`src/rtl/rim_bin_loader.sv`:
```
// rim_bin_loader: BIN-format paper-tape loader. Decodes UART tape frames into
// 12-bit RAM writes, holds the last word back as the checksum candidate.
`default_nettype none

module rim_bin_loader (
    input  logic        CLK,
    input  logic        RESET,
    input  logic        EN,
    input  logic [7:0]  RXDATA,
    input  logic        RXVALID,
    output logic [11:0] ADDR,
    output logic [11:0] DATA,
    output logic        WE,
    output logic        BUSY,
    output logic        DONE,
    output logic        ERR
);

    typedef enum logic [2:0] {
        S_IDLE   = 3'd0,
        S_LEADER = 3'd1,
        S_HI     = 3'd2,
        S_LO     = 3'd3,
        S_END    = 3'd4
    } state_t;

    state_t      state_q, state_d;
    logic        comment_q, comment_d;
    logic [11:0] sum_q, sum_d;
    logic [11:0] presum_q, presum_d;
    logic [5:0]  hi_q, hi_d;
    logic        hi_org_q, hi_org_d;
    logic        pend_q, pend_d;
    logic [11:0] pend_word_q, pend_word_d;
    logic [11:0] pend_sum_q, pend_sum_d;
    logic [11:0] addr_q, addr_d;
    logic [11:0] naddr_q, naddr_d;
    logic [11:0] data_q, data_d;
    logic        we_q, we_d;
    logic        busy_q, busy_d;
    logic        done_q, done_d;
    logic        err_q, err_d;

    logic        w_leader, w_rubout, w_word_frame;
    logic [11:0] w_word;

    assign w_leader     = (RXDATA == 8'o200);
    assign w_rubout     = (RXDATA == 8'o377);
    assign w_word_frame = (RXDATA[7] == 1'b0);
    assign w_word       = {hi_q, RXDATA[5:0]};

    always_comb begin
        state_d     = state_q;
        comment_d   = comment_q;
        sum_d       = sum_q;
        presum_d    = presum_q;
        hi_d        = hi_q;
        hi_org_d    = hi_org_q;
        pend_d      = pend_q;
        pend_word_d = pend_word_q;
        pend_sum_d  = pend_sum_q;
        addr_d      = addr_q;
        naddr_d     = naddr_q;
        data_d      = data_q;
        we_d        = 1'b0;
        busy_d      = busy_q;
        done_d      = done_q;
        err_d       = err_q;

        // Address advances (or takes a deferred origin) in the write cycle itself.
        if (we_q) begin
            addr_d = naddr_q;
        end

        if (!EN) begin
            state_d   = S_IDLE;
            comment_d = 1'b0;
            sum_d     = '0;
            pend_d    = 1'b0;
            busy_d    = 1'b0;
            done_d    = 1'b0;
            err_d     = 1'b0;
        end else if (RXVALID) begin
            case (state_q)
                S_IDLE: begin
                    if (w_leader) begin
                        state_d   = S_LEADER;
                        busy_d    = 1'b1;
                        comment_d = 1'b0;
                        sum_d     = '0;
                        pend_d    = 1'b0;
                    end
                end
                S_LEADER, S_HI, S_LO: begin
                    if (w_rubout) begin
                        comment_d = ~comment_q;
                    end else if (comment_q) begin
                        comment_d = comment_q;
                    end else if (w_word_frame) begin
                        sum_d = sum_q + {4'b0000, RXDATA};
                        if (state_q == S_LO) begin
                            state_d = S_HI;
                            if (pend_q) begin
                                we_d    = 1'b1;
                                data_d  = pend_word_q;
                                naddr_d = hi_org_q ? w_word : addr_q + 12'd1;
                            end else if (hi_org_q) begin
                                addr_d = w_word;
                            end
                            pend_d      = ~hi_org_q;
                            pend_word_d = w_word;
                            pend_sum_d  = presum_q;
                        end else begin
                            state_d  = S_LO;
                            hi_d     = RXDATA[5:0];
                            hi_org_d = RXDATA[6];
                            presum_d = sum_q;
                        end
                    end else if (w_leader && state_q != S_LEADER) begin
                        // Trailer: the held-back word is the checksum; a half word is always an error.
                        state_d = S_END;
                        busy_d  = 1'b0;
                        done_d  = 1'b1;
                        err_d   = (state_q == S_LO) || !pend_q || (pend_word_q != pend_sum_q);
                    end
                end
                S_END: begin
                    state_d = S_END;
                end
                default: begin
                    state_d = S_IDLE;
                end
            endcase
        end
    end

    always_ff @(posedge CLK or negedge RESET) begin
        if (!RESET) begin
            state_q     <= S_IDLE;
            comment_q   <= 1'b0;
            sum_q       <= '0;
            presum_q    <= '0;
            hi_q        <= '0;
            hi_org_q    <= 1'b0;
            pend_q      <= 1'b0;
            pend_word_q <= '0;
            pend_sum_q  <= '0;
            addr_q      <= '0;
            naddr_q     <= '0;
            data_q      <= '0;
            we_q        <= 1'b0;
            busy_q      <= 1'b0;
            done_q      <= 1'b0;
            err_q       <= 1'b0;
        end else begin
            state_q     <= state_d;
            comment_q   <= comment_d;
            sum_q       <= sum_d;
            presum_q    <= presum_d;
            hi_q        <= hi_d;
            hi_org_q    <= hi_org_d;
            pend_q      <= pend_d;
            pend_word_q <= pend_word_d;
            pend_sum_q  <= pend_sum_d;
            addr_q      <= addr_d;
            naddr_q     <= naddr_d;
            data_q      <= data_d;
            we_q        <= we_d;
            busy_q      <= busy_d;
            done_q      <= done_d;
            err_q       <= err_d;
        end
    end

    assign ADDR = addr_q;
    assign DATA = data_q;
    assign WE   = we_q;
    assign BUSY = busy_q;
    assign DONE = done_q;
    assign ERR  = err_q;

endmodule

`default_nettype wire

```
`config.mk`:
```
export PLATFORM = sky130hd
export DESIGN_NAME = rim_bin_loader
export DESIGN_NICKNAME = d
export VERILOG_FILES = /design/src/rtl/rim_bin_loader.sv
export SDC_FILE = /design/constraint.sdc
export NUM_CORES = 1
export LEC_CHECK = 0
export CAP_MARGIN = 20
export CORE_ASPECT_RATIO = 1.1
export CORE_MARGIN = 5
export CORE_UTILIZATION = 41
export DETAILED_ROUTE_END_ITERATION = 8
export HOLD_SLACK_MARGIN = 0.1
export PLACE_DENSITY = 0.64
export SYNTH_ARGS = -nofsm -noshare
export SYNTH_HDL_FRONTEND = slang
export SYNTH_SLANG_ARGS = --single-unit
```
`constraint.sdc`:
```
create_clock -name CLK -period 2.5 [get_ports CLK]
set_clock_uncertainty 0.2 [all_clocks]
set_input_delay 0.5 -clock CLK [delete_from_list [all_inputs] [get_ports CLK]]
set_output_delay 0.5 -clock CLK [all_outputs]
set_load 0.02 [all_outputs]
```
==> Word level (Yosys, flattened, before mapping) <==
Cells that the tools add are included.
{ "op_classes": {"addsub": 2, "eq_ne": 24, "mux": 69, "bitwise_logic": 5, "reduce_logical": 15} }
{ "op_table": {"columns": ["op", "count"], "rows": [
  ["$mux 12", 17],
  ["$mux 1", 40],
  ["$reduce_and 7->1", 4],
  ["$ne 3x3->1 const B", 8],
  ["$pmux 12 s2", 1],
  ["$mux 3", 7],
  ["$eq 8x8->1 const B", 2],
  ["$add 12x1->12 const B", 1],
  ["$add 12x8->12", 1],
  ["$ne 12x12->1", 1],
  ["$reduce_and 6->1", 2],
  ["$pmux 3 s3", 1],
  ["$ne 2x1->1 const B", 4],
  ["$reduce_and 8->1", 1],
  ["$eq 3x2->1 const B", 2],
  ["$ne 3x1->1 const B", 2],
  ["$pmux 1 s2", 3],
  ["$not 1->1", 5],
  ["$reduce_and 5->1", 1],
  ["$ne 2x2->1 const B", 2],
  ["$ne 4x4->1 const B", 1],
  ["$reduce_and 4->1", 1],
  ["$eq 3x1->1 const B", 1],
  ["$eq 3x3->1 const B", 1],
  ["5 further kinds", 6]
]} }
{ "totals": {"reg_bits": 100, "inputBits": 12, "out_inout_bits": 28, "elab_cells": 131} }

==> Logic depth before layout (Yosys ltp) <==
{ "depth": {"depth_word": 10, "mapped_depth": 8} }

==> Least setup slack after synthesis <==
Ideal clock, no wire load.
{ "synth_path": {"kind": "input-to-reg", "start": "in RXDATA[7]", "end": "reg naddr_q[10]", "setup_ps": 125, "t_arrival_ps": 1939, "required_ps": 2175, "slack_ps": 237, "cell_stages": 7, "n_path_buf": 2, "cell_sequence": "buf_2 -> and2b_1 -> nand4_4 -> or2_2 -> buf_2 -> inv_2 -> mux2_2"} }
{ "synth_via": {"elab_chain_len": 3} }
{ "synth_lines": {"columns": ["item", "line", "text"], "rows": [
  ["start: declaration", "9", "input logic [7:0] RXDATA,"],
  ["$eq 8x8->1", "48", "assign w_rubout = (RXDATA == 8'o377);"],
  ["$not 1->1 (no source line)", null, null],
  ["$reduce_and 8->1 (no source line) *", null, null],
  ["end signal: assignment", "166", "naddr_q <= naddr_d;"],
  ["end: declaration", "37", "logic [11:0] naddr_q, naddr_d;"]
]} }
Every way passes the cells marked *; elsewhere a longest branch is shown, timed or not.
A chain may end at the register's enable or synchronous reset.

==> Worst setup path after layout <==
{ "layout_path": {"start": "in RXDATA[2]", "end": "reg sum_q[10]"} }
{ "layout_via": {"elab_chain_len": 7} }
{ "layout_lines": {"columns": ["item", "line", "text"], "rows": [
  ["$add 12x8->12", "100", "sum_d = sum_q + {4'b0000, RXDATA};"],
  ["$mux 12", "99", "end else if (w_word_frame) begin"],
  ["$mux 12", "97", "end else if (comment_q) begin"],
  ["$mux 12", "95", "if (w_rubout) begin"],
  ["$pmux 12 s2", "84", "case (state_q)"],
  ["$mux 12", "83", "end else if (RXVALID) begin"],
  ["$mux 12", "75", "if (!EN) begin"],
  ["end signal: assignment", "158", "sum_q <= sum_d;"],
  ["end: declaration", "29", "logic [11:0] sum_q, sum_d;"]
]} }
Several ways; a longest one is shown, not always the timed one. The select of a mux whose other input is x is not followed.

==> impl_metrics.toml <==
[cts]
cts.clk_slew.worst_paths_ns = 0.06
clk_path_buf_depth = 2
cts_buffers = 9
clk_latency_ns = 0.35
htreeDepth = 3
cts.sinks = 100
cts.root.buffer_cell = "clkbuf_16"
cts_tree = "built"

[hold_path]
min_path_cells = 2
min_to = "naddr_q[3]"
hp-class = "reg2reg"
hp-start = "naddr_q[3]"

[worst_setup_path]
critPathArrivalTime_ns = 2.50
required_ns = 2.56
worst-setup-path-type = "in2reg"
r2r_slack_ns = 0.30
start_kind = "input pin"
crit_path_end_kind = "flip-flop"
regToRegStartpoint = "state_q[0]"
path_max_fanout = 4
r2r_cells = 5
worstReg2RegEnd = "sum_q[10]"

[global_routing]
grtUsageTotal_pct = 16.21
grt_pass1_wl_um = 18230
antenna_found_initial = 0
overflow = 0
first_global_vias = 3566
grt_max_degree = 45

[sta]
final-hold-violation-count = 0
worst_pin_slew_ns = 0.5861
slew_viol_final = 0
rsz0062_at_grt = "no"
max_freq_mhz = 411.1
setup_viol = 0
setup_tns_ns = 0
fin_ws_ns = 0.06734
relSlewSlack_pct = 60.51
fin_crit_sh_pct = 97.31
hold_ws_ns = 0.2802
fin_crit_ns = 2.433

[layout]
antenna-diode-count = 0
fillers = 1071
fin_cells = 661
area_growth_pct = 25.32
fin_nets = 524
final_cell_mix = "dfrtp_1 (100), mux2_2 (59), buf_4 (44)"
drive_gt1_share_pct = 27.61
multi_input_area_um2 = 2355
final_common_cell = "dfrtp_1"
register_area_um2 = 2502
final_util_pct = 51.93

[yosys]
avgSynthCellArea_um2 = 11.72
yosysWarningCount = 0
synth_edf_count = 0
ys_async_sr_fraction_pct = 100.0
netlist_instances = 420
synthFlopType = "dfrtp_1"
syn-num-nets = 442
ys_seq_elements = 100
seq_area_frac_synth_pct = 50.85
ys_types = 54
syn_area_um2 = 4921

[floorplanning]
core_um2 = 11880
fp.dieW_um = 114.5
die_h_um = 124.9
ios = 40
start_util_pct = 41.43
die_area_um2 = 14300
rows = 42

[place]
dp_hpwl_um = 8024
port_buffers = 39
dp.cells = 642
gp_congestion = 0.9540
pre_cts_slack_ns = -0.3807

[routing]
wl_per_cell_um = 16.54
first_pass_iters = 4
routed_wl_um = 10940
drt_iter0_drc = 198
drt-vias-per-instance = 5.284
routed-via-count = 3493
ant_nets = 0
drc_errors = 0

[power_and_ir_drop]
powerDensity_nw_per_um2 = 830.4
ir_drop_uv = 398.2
leakagePower_nw = 2.891

[run]
cap_viol_max_count = 0

[outcome]
status = "complete, no violations"
## synthesized netlist by cell type (all sizes together) (5+ instances only)
library cell    n  area [um2]
inv             8       30.03
a22o            8       70.07
mux2           59       664.4
xnor2          14       122.6
nor2           23       86.33
dfrtp         100        2502
nor4            5       52.55
xor2           15       131.4
buf            10       50.05
nand3           6       30.03
nand4           7       58.81
nand2          25       93.84
clkbuf          7       26.28
o21ai          22       110.1
ha              9       112.6
a21oi          26       130.1
nor3            8       40.04
mux2i          18       180.2
## worst max-delay path, stage by stage
cell and delay (ns):
clkdlybuf4s50_1 0.53, nor4_4 0.43, and4_1 0.27, o22ai_2 0.10, or4_1 0.51, a21boi_1 0.15
## cells by family (layout without fill, tap and decap cells)
kind of cell | Yosys count | count (layout) | share of synthesized area, %
buffers and inverters | 25 | 112 | 2.161
and+or+nand+nor | 92 | 92 | 10.20
AOI/OAI and AO/OA | 87 | 87 | 11.77
xor gates and xnor gates | 29 | 29 | 5.162
adders and majority gates | 10 | 10 | 2.695
DFF | 100 | 100 | 50.85
muxes | 77 | 77 | 17.16
## worst max path at each step
stage,startpoint,to,slack (ns)
global placement,RXDATA[0],sum_q[11],-0.32
CTS,RXDATA[1],sum_q[10],0.02
floorplan,RXDATA[7],naddr_q[10],0.24
finish,RXDATA[2],sum_q[10],0.07
global route,RXDATA[1],sum_q[8],0.004
detailed placement,RXDATA[0],sum_q[10],-0.38
## stage by stage
stage	total power, W	cell area [um2]
floorplan	0.003241	4921
global placement	0.003816	5821
detailed placement	0.003859	5821
CTS	0.005157	6106
global route	0.005444	6167
finish	0.005121	6167
## state kept, by name, indices dropped and copies added, names as in the netlist, 3 cells and up
| name | cells |
|---|---|
| sum_q | 12 |
| pend_sum_q | 12 |
| pend_word_q | 12 |
| naddr_q | 12 |
| ADDR | 12 |
| presum_q | 12 |
| state_q | 3 |
| hi_q | 6 |
| DATA | 12 |
## power breakdown
group	total [W]	internal, W	switching [W]
Clock	0.00129	0.000695	0.000591
Sequential	0.00222	0.00190	0.000318
Combinational	0.00161	0.000813	0.000802
## layout make-up
cell class / count / area share (%)
Inverter: 8 / 0.4869
Clock buffer: 11 / 3.936
Multi-Input combinational cell: 295 / 38.18
Sequential cell: 100 / 40.58
Clock inverter: 5 / 0.4463
Timing Repair Buffer: 88 / 13.25
Tap cell: 154 / 3.124
## per-layer routing
metal / wire length, um / track usage (%) / vias to the layer above / share of wire [%]
li1: - / - / 1682 / -
met1: 5112 / 21.86 / 1738 / 47
met2: 5254 / 25.39 / 60 / 48
met3: 392 / 3.936 / 13 / 3.6
met4: 175 / 5.730 / 0 / 1.6
met5: 0 / 0 / - / 0
## timing repair
item,4_1_cts,5_1_grt
hold buffers,1,0
gates resized for setup,1,9
gates cloned,0,0
pin swaps,1,7
setup endpoints to repair,3,6
setup buffers,0,2
hold endpoints to repair,39,0
(Power assumes the default switching activity.)
